`src/rtl/sprite_pkg.sv`:
```
// Shared definitions for the sprite-memory read arbiter: element IDs,
// default bus widths, FSM state encoding and the element legality check.
package sprite_pkg;

  // Sprite element IDs as seen on the element-select bus
  localparam int unsigned ELEM_FRUIT      = 1;
  localparam int unsigned ELEM_HEART      = 2;
  localparam int unsigned ELEM_SNAKE      = 3;
  localparam int unsigned ELEM_BACKGROUND = 4;
  localparam int unsigned ELEM_BLOCK      = 5;
  localparam int unsigned NUM_ELEMENTS    = 5;

  // Default widths of the sprite-memory interface
  localparam int unsigned ELEM_W_DEF = 3;
  localparam int unsigned ADDR_W_DEF = 10;
  localparam int unsigned DATA_W_DEF = 12;

  typedef enum logic [1:0] {
    ST_IDLE  = 2'd0,
    ST_RUN   = 2'd1,
    ST_DRAIN = 2'd2
  } arb_state_e;

  // Element 0 means "nothing"; IDs above the element count do not exist.
  function automatic logic elem_is_legal(input int unsigned elem,
                                         input int unsigned num_elements);
    return (elem != 0) && (elem <= num_elements);
  endfunction

endpackage

```
`src/rtl/rr_arbiter.sv`:
```
// Round-robin request picker. Searches from ptr+1 (mod NUM_REQ) upward and
// returns the first asserted request.
//   req      : request vector
//   ptr      : index of the most recent winner
//   gnt_c    : one-hot winner (combinational)
//   winner_c : winner index (combinational)
//   any_c    : 1 when some request won (combinational)
module rr_arbiter #(
  parameter int unsigned NUM_REQ = 4
) (
  input  logic [NUM_REQ-1:0]         req,
  input  logic [$clog2(NUM_REQ)-1:0] ptr,
  output logic [NUM_REQ-1:0]         gnt_c,
  output logic [$clog2(NUM_REQ)-1:0] winner_c,
  output logic                       any_c
);

  localparam int unsigned IDX_W = $clog2(NUM_REQ);

  logic [IDX_W-1:0] idx;

  // Walk the requesters in rotated order; the first hit locks the result.
  always_comb begin
    gnt_c    = '0;
    winner_c = '0;
    any_c    = 1'b0;
    idx      = '0;
    for (int unsigned k = 1; k <= NUM_REQ; k++) begin
      idx = IDX_W'((32'(ptr) + k) % NUM_REQ);
      if (!any_c && req[idx]) begin
        any_c      = 1'b1;
        gnt_c[idx] = 1'b1;
        winner_c   = idx;
      end
    end
  end

endmodule

```
`src/rtl/sprite_read_arbiter.sv`:
```
// Shares the single sprite-memory read port among several pixel requesters.
// One grant per clock (round-robin); each read carries a requester tag through
// the fixed memory latency and returns as a one-cycle response.
//   clk, reset      : clock, async active-low reset
//   enable          : 1 = grant new requests, 0 = stop granting and drain
//   req/req_element/req_address : per-requester request and packed payload
//   gnt             : one-hot grant (combinational)
//   mem_read_enable/mem_element/mem_address : registered memory read port
//   mem_dataout     : colour from memory, MEM_LATENCY cycles after the strobe
//   rsp_valid/rsp_id/rsp_err/rsp_data : registered response
//   idle            : registered, 1 when idle with nothing in flight
module sprite_read_arbiter
  import sprite_pkg::*;
#(
  parameter int unsigned NUM_REQ      = 4,
  parameter int unsigned ELEM_W       = ELEM_W_DEF,
  parameter int unsigned ADDR_W       = ADDR_W_DEF,
  parameter int unsigned DATA_W       = DATA_W_DEF,
  parameter int unsigned NUM_ELEMENTS = sprite_pkg::NUM_ELEMENTS,
  parameter int unsigned MEM_LATENCY  = 2
) (
  input  logic                        clk,
  input  logic                        reset,
  input  logic                        enable,
  input  logic [NUM_REQ-1:0]          req,
  input  logic [NUM_REQ*ELEM_W-1:0]   req_element,
  input  logic [NUM_REQ*ADDR_W-1:0]   req_address,
  output logic [NUM_REQ-1:0]          gnt,
  output logic                        mem_read_enable,
  output logic [ELEM_W-1:0]           mem_element,
  output logic [ADDR_W-1:0]           mem_address,
  input  logic [DATA_W-1:0]           mem_dataout,
  output logic                        rsp_valid,
  output logic [$clog2(NUM_REQ)-1:0]  rsp_id,
  output logic                        rsp_err,
  output logic [DATA_W-1:0]           rsp_data,
  output logic                        idle
);

  localparam int unsigned ID_W  = $clog2(NUM_REQ);
  // Stage 0 is the issue cycle; the last stage lines up with mem_dataout.
  localparam int unsigned DEPTH = MEM_LATENCY + 1;

  arb_state_e          state;
  arb_state_e          state_next;
  logic [ID_W-1:0]     rr_ptr;
  logic [NUM_REQ-1:0]  arb_gnt;
  logic [ID_W-1:0]     arb_idx;
  logic                arb_any;
  logic                grant_c;
  logic [ELEM_W-1:0]   sel_element;
  logic [ADDR_W-1:0]   sel_address;
  logic                sel_legal;
  logic [DEPTH-1:0]    tag_vld;
  logic [DEPTH-1:0]    tag_err;
  logic [ID_W-1:0]     tag_id [DEPTH];
  logic                pipe_empty;

  rr_arbiter #(
    .NUM_REQ (NUM_REQ)
  ) u_rr_arbiter (
    .req      (req),
    .ptr      (rr_ptr),
    .gnt_c    (arb_gnt),
    .winner_c (arb_idx),
    .any_c    (arb_any)
  );

  // Payload of the current winner
  always_comb begin
    sel_element = '0;
    sel_address = '0;
    for (int unsigned i = 0; i < NUM_REQ; i++) begin
      if (arb_gnt[i]) begin
        sel_element = req_element[i*ELEM_W +: ELEM_W];
        sel_address = req_address[i*ADDR_W +: ADDR_W];
      end
    end
  end

  assign sel_legal  = elem_is_legal(32'(sel_element), NUM_ELEMENTS);
  assign pipe_empty = ~|tag_vld;

  // State register
  always_ff @(posedge clk or negedge reset) begin
    if (!reset) begin
      state <= ST_IDLE;
    end else begin
      state <= state_next;
    end
  end

  // Next state and grant; grants only while running with enable still high
  always_comb begin
    state_next = state;
    gnt        = '0;
    grant_c    = 1'b0;
    case (state)
      ST_IDLE: begin
        if (enable) state_next = ST_RUN;
      end
      ST_RUN: begin
        if (enable) begin
          gnt     = arb_gnt;
          grant_c = arb_any;
        end else if (pipe_empty) begin
          state_next = ST_IDLE;
        end else begin
          state_next = ST_DRAIN;
        end
      end
      ST_DRAIN: begin
        if (enable)          state_next = ST_RUN;
        else if (pipe_empty) state_next = ST_IDLE;
      end
      default: state_next = ST_IDLE;
    endcase
  end

  // idle follows the state being entered so it is high exactly while in IDLE
  always_ff @(posedge clk or negedge reset) begin
    if (!reset) begin
      idle <= 1'b1;
    end else begin
      idle <= (state_next == ST_IDLE);
    end
  end

  // Round-robin pointer: last winner, so requester 0 is first after reset
  always_ff @(posedge clk or negedge reset) begin
    if (!reset) begin
      rr_ptr <= ID_W'(NUM_REQ - 1);
    end else if (grant_c) begin
      rr_ptr <= arb_idx;
    end
  end

  // Memory issue; illegal elements are tagged but never strobe the memory
  always_ff @(posedge clk or negedge reset) begin
    if (!reset) begin
      mem_read_enable <= 1'b0;
      mem_element     <= '0;
      mem_address     <= '0;
    end else begin
      mem_read_enable <= grant_c & sel_legal;
      if (grant_c) begin
        mem_element <= sel_element;
        mem_address <= sel_address;
      end
    end
  end

  // Tag pipeline tracking each issue slot through the memory latency
  always_ff @(posedge clk or negedge reset) begin
    if (!reset) begin
      tag_vld <= '0;
      tag_err <= '0;
      for (int unsigned k = 0; k < DEPTH; k++) tag_id[k] <= '0;
    end else begin
      tag_vld <= {tag_vld[DEPTH-2:0], grant_c};
      tag_err <= {tag_err[DEPTH-2:0], grant_c & ~sel_legal};
      for (int unsigned k = DEPTH - 1; k > 0; k--) tag_id[k] <= tag_id[k-1];
      tag_id[0] <= grant_c ? arb_idx : '0;
    end
  end

  // Response register; all fields zero when no response is due
  always_ff @(posedge clk or negedge reset) begin
    if (!reset) begin
      rsp_valid <= 1'b0;
      rsp_id    <= '0;
      rsp_err   <= 1'b0;
      rsp_data  <= '0;
    end else begin
      rsp_valid <= tag_vld[DEPTH-1];
      rsp_id    <= tag_vld[DEPTH-1] ? tag_id[DEPTH-1] : '0;
      rsp_err   <= tag_vld[DEPTH-1] & tag_err[DEPTH-1];
      rsp_data  <= (tag_vld[DEPTH-1] && !tag_err[DEPTH-1]) ? mem_dataout : '0;
    end
  end

endmodule

```
`config.mk`:
```
export PLATFORM = sky130hd
export DESIGN_NAME = sprite_read_arbiter
export DESIGN_NICKNAME = d
export VERILOG_FILES = /design/src/rtl/sprite_pkg.sv /design/src/rtl/rr_arbiter.sv /design/src/rtl/sprite_read_arbiter.sv
export SDC_FILE = /design/constraint.sdc
export NUM_CORES = 1
export LEC_CHECK = 0
export BUFFER_PORTS_ARGS = -buffer_cell sky130_fd_sc_hd__buf_2
export CORE_ASPECT_RATIO = 1.1
export CORE_MARGIN = 4
export CORE_UTILIZATION = 48
export DETAILED_ROUTE_END_ITERATION = 10
export PLACE_DENSITY = 0.84
export SLEW_MARGIN = 10
export SYNTH_ARGS = -nofsm -noshare
export SYNTH_HDL_FRONTEND = slang
export SYNTH_SLANG_ARGS = --single-unit
export TNS_END_PERCENT = 50
```
`constraint.sdc`:
```
create_clock -name clk -period 3.85 [get_ports clk]
set_input_delay 0.5775 -clock clk [delete_from_list [all_inputs] [get_ports clk]]
set_output_delay 0.5775 -clock clk [all_outputs]
set_load 0.01 [all_outputs]
```
# --- Word-level counts from Yosys, hierarchy flattened ---
# Index checks and enable logic that the tools add are counted.
op_classes:
  add_sub_neg: 4
  n_lt_le_gt_ge: 9
  eq_ne: 2
  mux: 49
  bitwise: 7
  n_reduce_logical: 17
op_table:
  columns: ["operator", "n"]
  rows:
  - ["two-way mux 10 bit", 4]
  - ["two-way mux 4 bit", 6]
  - ["two-way mux 2 bit", 11]
  - ["two-way mux 1 bit", 14]
  - ["< comparator 2 x 3 -> 1 bit (second input constant)", 4]
  - ["two-way mux 12 bit", 1]
  - ["two-way mux 3 bit", 4]
  - ["OR 4 bit", 3]
  - ["logical AND 1 bit", 9]
  - ["binary-select mux 1 bit (select 2 bit)", 4]
  - ["demux 1 bit (select 2 bit)", 4]
  - [">= comparator 2 x 1 -> 1 bit (second input constant)", 4]
  - ["one-hot mux 2 bit (3 select lines)", 1]
  - ["adder 2 x 1 -> 2 bit (second input constant)", 2]
  - ["adder 2 bit (second input constant)", 2]
  - ["zero test 1 bit", 4]
  - ["zero test 2 bit", 2]
  - ["AND 1 bit", 3]
  - ["less-or-equal comparator 3 bit (second input constant)", 1]
  - ["nonzero test 3 bit", 1]
  - ["OR reduction 3 bit", 1]
  - ["equality test 2 x 1 -> 1 bit (second input constant)", 1]
  - ["equality test 2 bit (second input constant)", 1]
  - ["NOT 1 bit", 1]
totals:
  regBits: 47
  inputBits: 71
  output_inout_bits: 35
  wordCells: 103

# --- Longest topological paths before layout ---
logic_depth:
  word_depth: 21
  ltp_mapped: 12
  depth_no_buf: 9

# --- By module ---
# Synthesis repeated with hierarchy kept, for this count alone.
unflattened:
  hier_cells: 267
  hier_area_um2: 2616.3
by_module_without_submodules:
  columns: ["mod", "instances", "cells_per_inst", "area_each_um2"]
  rows:
  - ["sprite_read_arbiter", 1, 181, 1986.9]
  - ["rr_arbiter", 1, 86, 629.4]

# --- Worst setup path before layout ---
# No wires, ideal clock.
synth_path:
  kind: "register to output"
  startpoint: "register rr_ptr[1]"
  endpoint: "output gnt[2]"
  arrival_ps: 2851
  required_ps: 3273
  path_slack_ps: 422
  path_stages_with_launch: 11
  n_path_buf: 3
  path_cell_list: "dfstp_2 -> clkbuf_1 -> inv_1 -> ha_1 -> mux4_2 -> nand3b_1 -> a21o_1 -> and3_1 -> clkbuf_1 -> clkbuf_1 -> nor2_1"
synth_via:
  elab_chain_cells: 15
  elab_cells_between_ends: 50
synth_rtl:
  columns: ["item", "line", "text"]
  rows:
  - ["start, declared", "sprite_read_arbiter.sv:46", "logic [ID_W-1:0] rr_ptr;"]
  - ["start signal, assigned", "sprite_read_arbiter.sv:132", "rr_ptr <= ID_W'(NUM_REQ - 1);"]
  - ["start signal, assigned", "sprite_read_arbiter.sv:134", "rr_ptr <= arb_idx;"]
  - ["branches (longest 12 deep; another with < comparator 2 x 3 -> 1 bit)", null, null]
  - ["two-way mux 4 bit *", "rr_arbiter.sv:30", "if (!any_c && req[idx]) begin"]
  - ["two-way mux 4 bit *", "sprite_read_arbiter.sv:103", "if (enable) begin"]
  - ["two-way mux 4 bit *", "sprite_read_arbiter.sv:98", "case (state)"]
  - ["end, declared", "sprite_read_arbiter.sv:28", "output logic [NUM_REQ-1:0] gnt,"]
# Every way passes the cells marked *. The select of a mux whose other input is x is not followed.

# --- Worst setup path in the final report ---
layout_path:
  startpoint: "register rr_ptr[0]"
  endpoint: "output gnt[3]"
# The elaborated chain is that of the path after synthesis.

==> results.cfg <==
[power_and_ir_drop]
power_switching_w = 0.001122
combPwrFrac = 0.574
power_frac_seq = 0.283
vdd_drop_max_uv = 476.9
power.internal_w = 0.001433
clkPwrFrac = 0.143
switching_share = 0.4390
power_density_mw_per_mm2 = 778.5
p_leak_nw = 1.629

[timing]
worst_pin_slew_ns = 0.9640
fin_tns_setup_ns = 0
max-slew-margin-rel = 0.3573
fin_skew_ns = 0.003958
rsz0062_at_grt = no
setup_viol = 0
finalHoldViolCount = 0
fmax_ghz = 0.2761
timing.final.max_slew_violations = 0
period_needed_ns = 3.622
min_period_over_period = 0.9409

[cells_and_area]
finalInstanceArea_mm2 = 0.003282
n_antenna_cell = 0
fin_nets = 447
drive_gt1_frac = 0.3523
area.growth.synth_to_final_pct = 27.02

[critical_path]
worst-endpoint-arrival_ns = 3.04
cp_top_family = flip-flops
slowest_stage = dfstp_4
critPathMaxFanout = 17
cp.required_ns = 3.27
worst-path-buf-inv = 2
start_kind = flip-flop
crit_type = reg -> out
path_cells = inv_1 > ha_1 > mux4_2 > nand2b_1 > o21ai_0 > a221oi_1 > nor2_1 > buf_2
end_kind = primary output
slowest_delay_ns = 0.74

[routing]
ant_nets = 0
vias = 2426
wl_per_cell_um = 15.86
drt_iter0_drc = 174
drc = 0
totalWireLength_um = 6993
first_pass_iters = 4
viasPerCell = 5.501

[synth]
yosys-top-cells-area = dfrtp_1 (43%), o211ai_1 (6.7%), a21oi_1 (4.8%)
async_flop_share = 1.000
avgSynthCellArea_um2 = 9.677
seq_area_frac_synth = 0.4567
synthMuxAreaShare = 0.04262
synth_common_cells = dfrtp_1 (44), a21oi_1 (25), nor2_1 (23), o211ai_1 (23), and2_1 (18)
synthCells = 267
synth.distinct_cells = 47
synth_top_family_by_area = compound AO/OA/AOI/OAI gates
synth-adder-area-share = 0.03874
ys_warn_count = 0
synth_edf_count = 0
synth-simple-area-share = 0.1530
synth_top_area_frac = 0.4262
synth_compound_area_frac = 0.2504
yosysTopAreaCell = dfrtp_1
synth-main-ff-cell = dfrtp_1
synth_seq_cells = 47
synth_xor_xnor_area_share = 0.006780
synth_area_mm2 = 0.002584
synth.most_common_cell = dfrtp_1
syn_nets = 346

[placed_design]
io_buffer_count = 105
gp_congestion = 0.8752
dp_hpwl_um = 5266
dpl_cell_area_mm2 = 0.003156

[global_route]
antenna_found_initial = 0
gr-total-overflow = 0
grt_usage = 0.2135
grt_pass1_vias = 2393
grt_max_degree = 48
grt_pass1_wl_um = 11350

[clock_network]
clkTransAtPathRegs_ns = 0.08
clockBufferDepth = 2
cts_setup_buffers = 0
cts_inserted_buffers = 5
clk_latency_ns = 0.29
cts_root_buf = clkbuf_8
cts_tree = yes
cts_max_level = 2
cts.sinks = 47

[die]
pin_count = 106
core-area_mm2 = 0.005101
die-height_um = 84.95
fp.dieW_um = 77.96
rows = 27
start_util = 0.5065
die-area_mm2 = 0.006622

[worst_hold_path]
hold_class = reg -> reg

[status]
status = complete, no violations

[flow_run]
timing.max_cap.violations = 0
[worst register-to-register path: cells and delay by family (launching register included)]
family / cells / cell delay, ns
AO/OA/AOI/OAI: 5 / 1.12
AND/OR/NAND/NOR: 1 / 0.14
multiplexers: 1 / 0.58
adder cells (fa/ha/maj): 1 / 0.39
buffers and inverters: 2 / 0.36
flip-flops: 1 / 0.74
[cells in the final DEF, fill, tap and decap left out, drive strengths merged, types with 3 or more instances in the layout]
| master | n |
|---|---|
| a31oi | 4 |
| nand3b | 4 |
| nor3b | 3 |
| nand2 | 12 |
| nor3 | 4 |
| nor2 | 23 |
| ha | 8 |
| a311o | 3 |
| dfrtp | 44 |
| and2 | 18 |
| inv | 15 |
| a21oi | 25 |
| a21o | 3 |
| a211oi | 3 |
| o211ai | 24 |
| dfstp | 3 |
| buf | 109 |
| mux4 | 3 |
| clkbuf | 6 |
| o21ai | 22 |
[metrics by stage]
stage	power (W)	utilization	hold slack, ns	setup slack [ns]	cells
2_1_floorplan	0.001742	-	0.2819	0.4220	267
3_3_place_gp	0.002115	0.6186	0.3311	0.4209	433
3_5_place_dp	0.002144	0.6186	0.3347	0.3117	433
4_1_cts	0.002531	0.6416	0.3508	0.1355	441
5_1_grt	0.002767	0.6434	0.3646	0.01271	441
6_report	0.002555	0.6434	0.3497	0.2276	441
[sequential cells by signal (all words and copies together) (netlist names)]
name / flops
idle: 1
mem_address: 10
mem_element: 3
mem_read_enable: 1
rr_ptr: 2
rsp_data: 12
rsp_err: 1
rsp_id: 2
rsp_valid: 1
state: 2
tag_err: 3
tag_id: 6
tag_vld: 3
[final timing paths]
kind                            from              end  slack (ns)  cells after the start
max                        rr_ptr[0]           gnt[3]        0.23                      8
min                        tag_id[3]        tag_id[1]        0.35                      0
max reg2reg                rr_ptr[0]  mem_read_enable        0.41                     10
min reg2reg                tag_id[3]        tag_id[1]        0.35                      0
max in group asynchronous      reset       tag_err[1]        2.83                      1
min in group asynchronous      reset      rsp_data[1]        0.43                      1
[metal layers]
layer / part of all wire / global-route usage / vias up / wire, um
met5: 0 / 0 / - / 0
met4: 0.025 / 0.08585 / 0 / 178
met3: 0.072 / 0.03397 / 17 / 503
met2: 0.49 / 0.3598 / 114 / 3432
met1: 0.41 / 0.2743 / 1134 / 2878
li1: - / - / 1161 / -
[kinds of logic after synthesis]
logic type               count (synthesis)
flip-flops                              47
AO/OA/AOI/OAI                           97
adder cells (fa/ha/maj)                  8
multiplexers                             7
XOR/XNOR                                 2
buffers and inverters                   31
AND/OR/NAND/NOR                         75
[power groups by stage]
stage | sequential, W | combinational [W] | clock [W]
CTS | 0.000718 | 0.00144 | 0.000374
global placement | 0.000719 | 0.00140 | 0
floorplan | 0.000726 | 0.00102 | 0
global route | 0.000744 | 0.00163 | 0.000394
detailed placement | 0.000725 | 0.00142 | 0
finish | 0.000723 | 0.00147 | 0.000364
[what timing repair did]
item / in CTS / in global routing
hold endpoints to repair: 0 / 0
resized for setup: 0 / 2
hold buffers: 0 / 0
setup endpoints to repair: 0 / 4
[layout make-up]
cell class	count	area [um^2]
Multi-Input combinational cell	189	1275
Clock inverter	2	35.03
Sequential cell	47	1184
Inverter	16	60.06
Timing Repair Buffer	109	555.5
Fill cell	429	1819
Tap cell	72	90.09
Clock buffer	6	82.58
No activity file was read; power rests on OpenSTA's default activity.
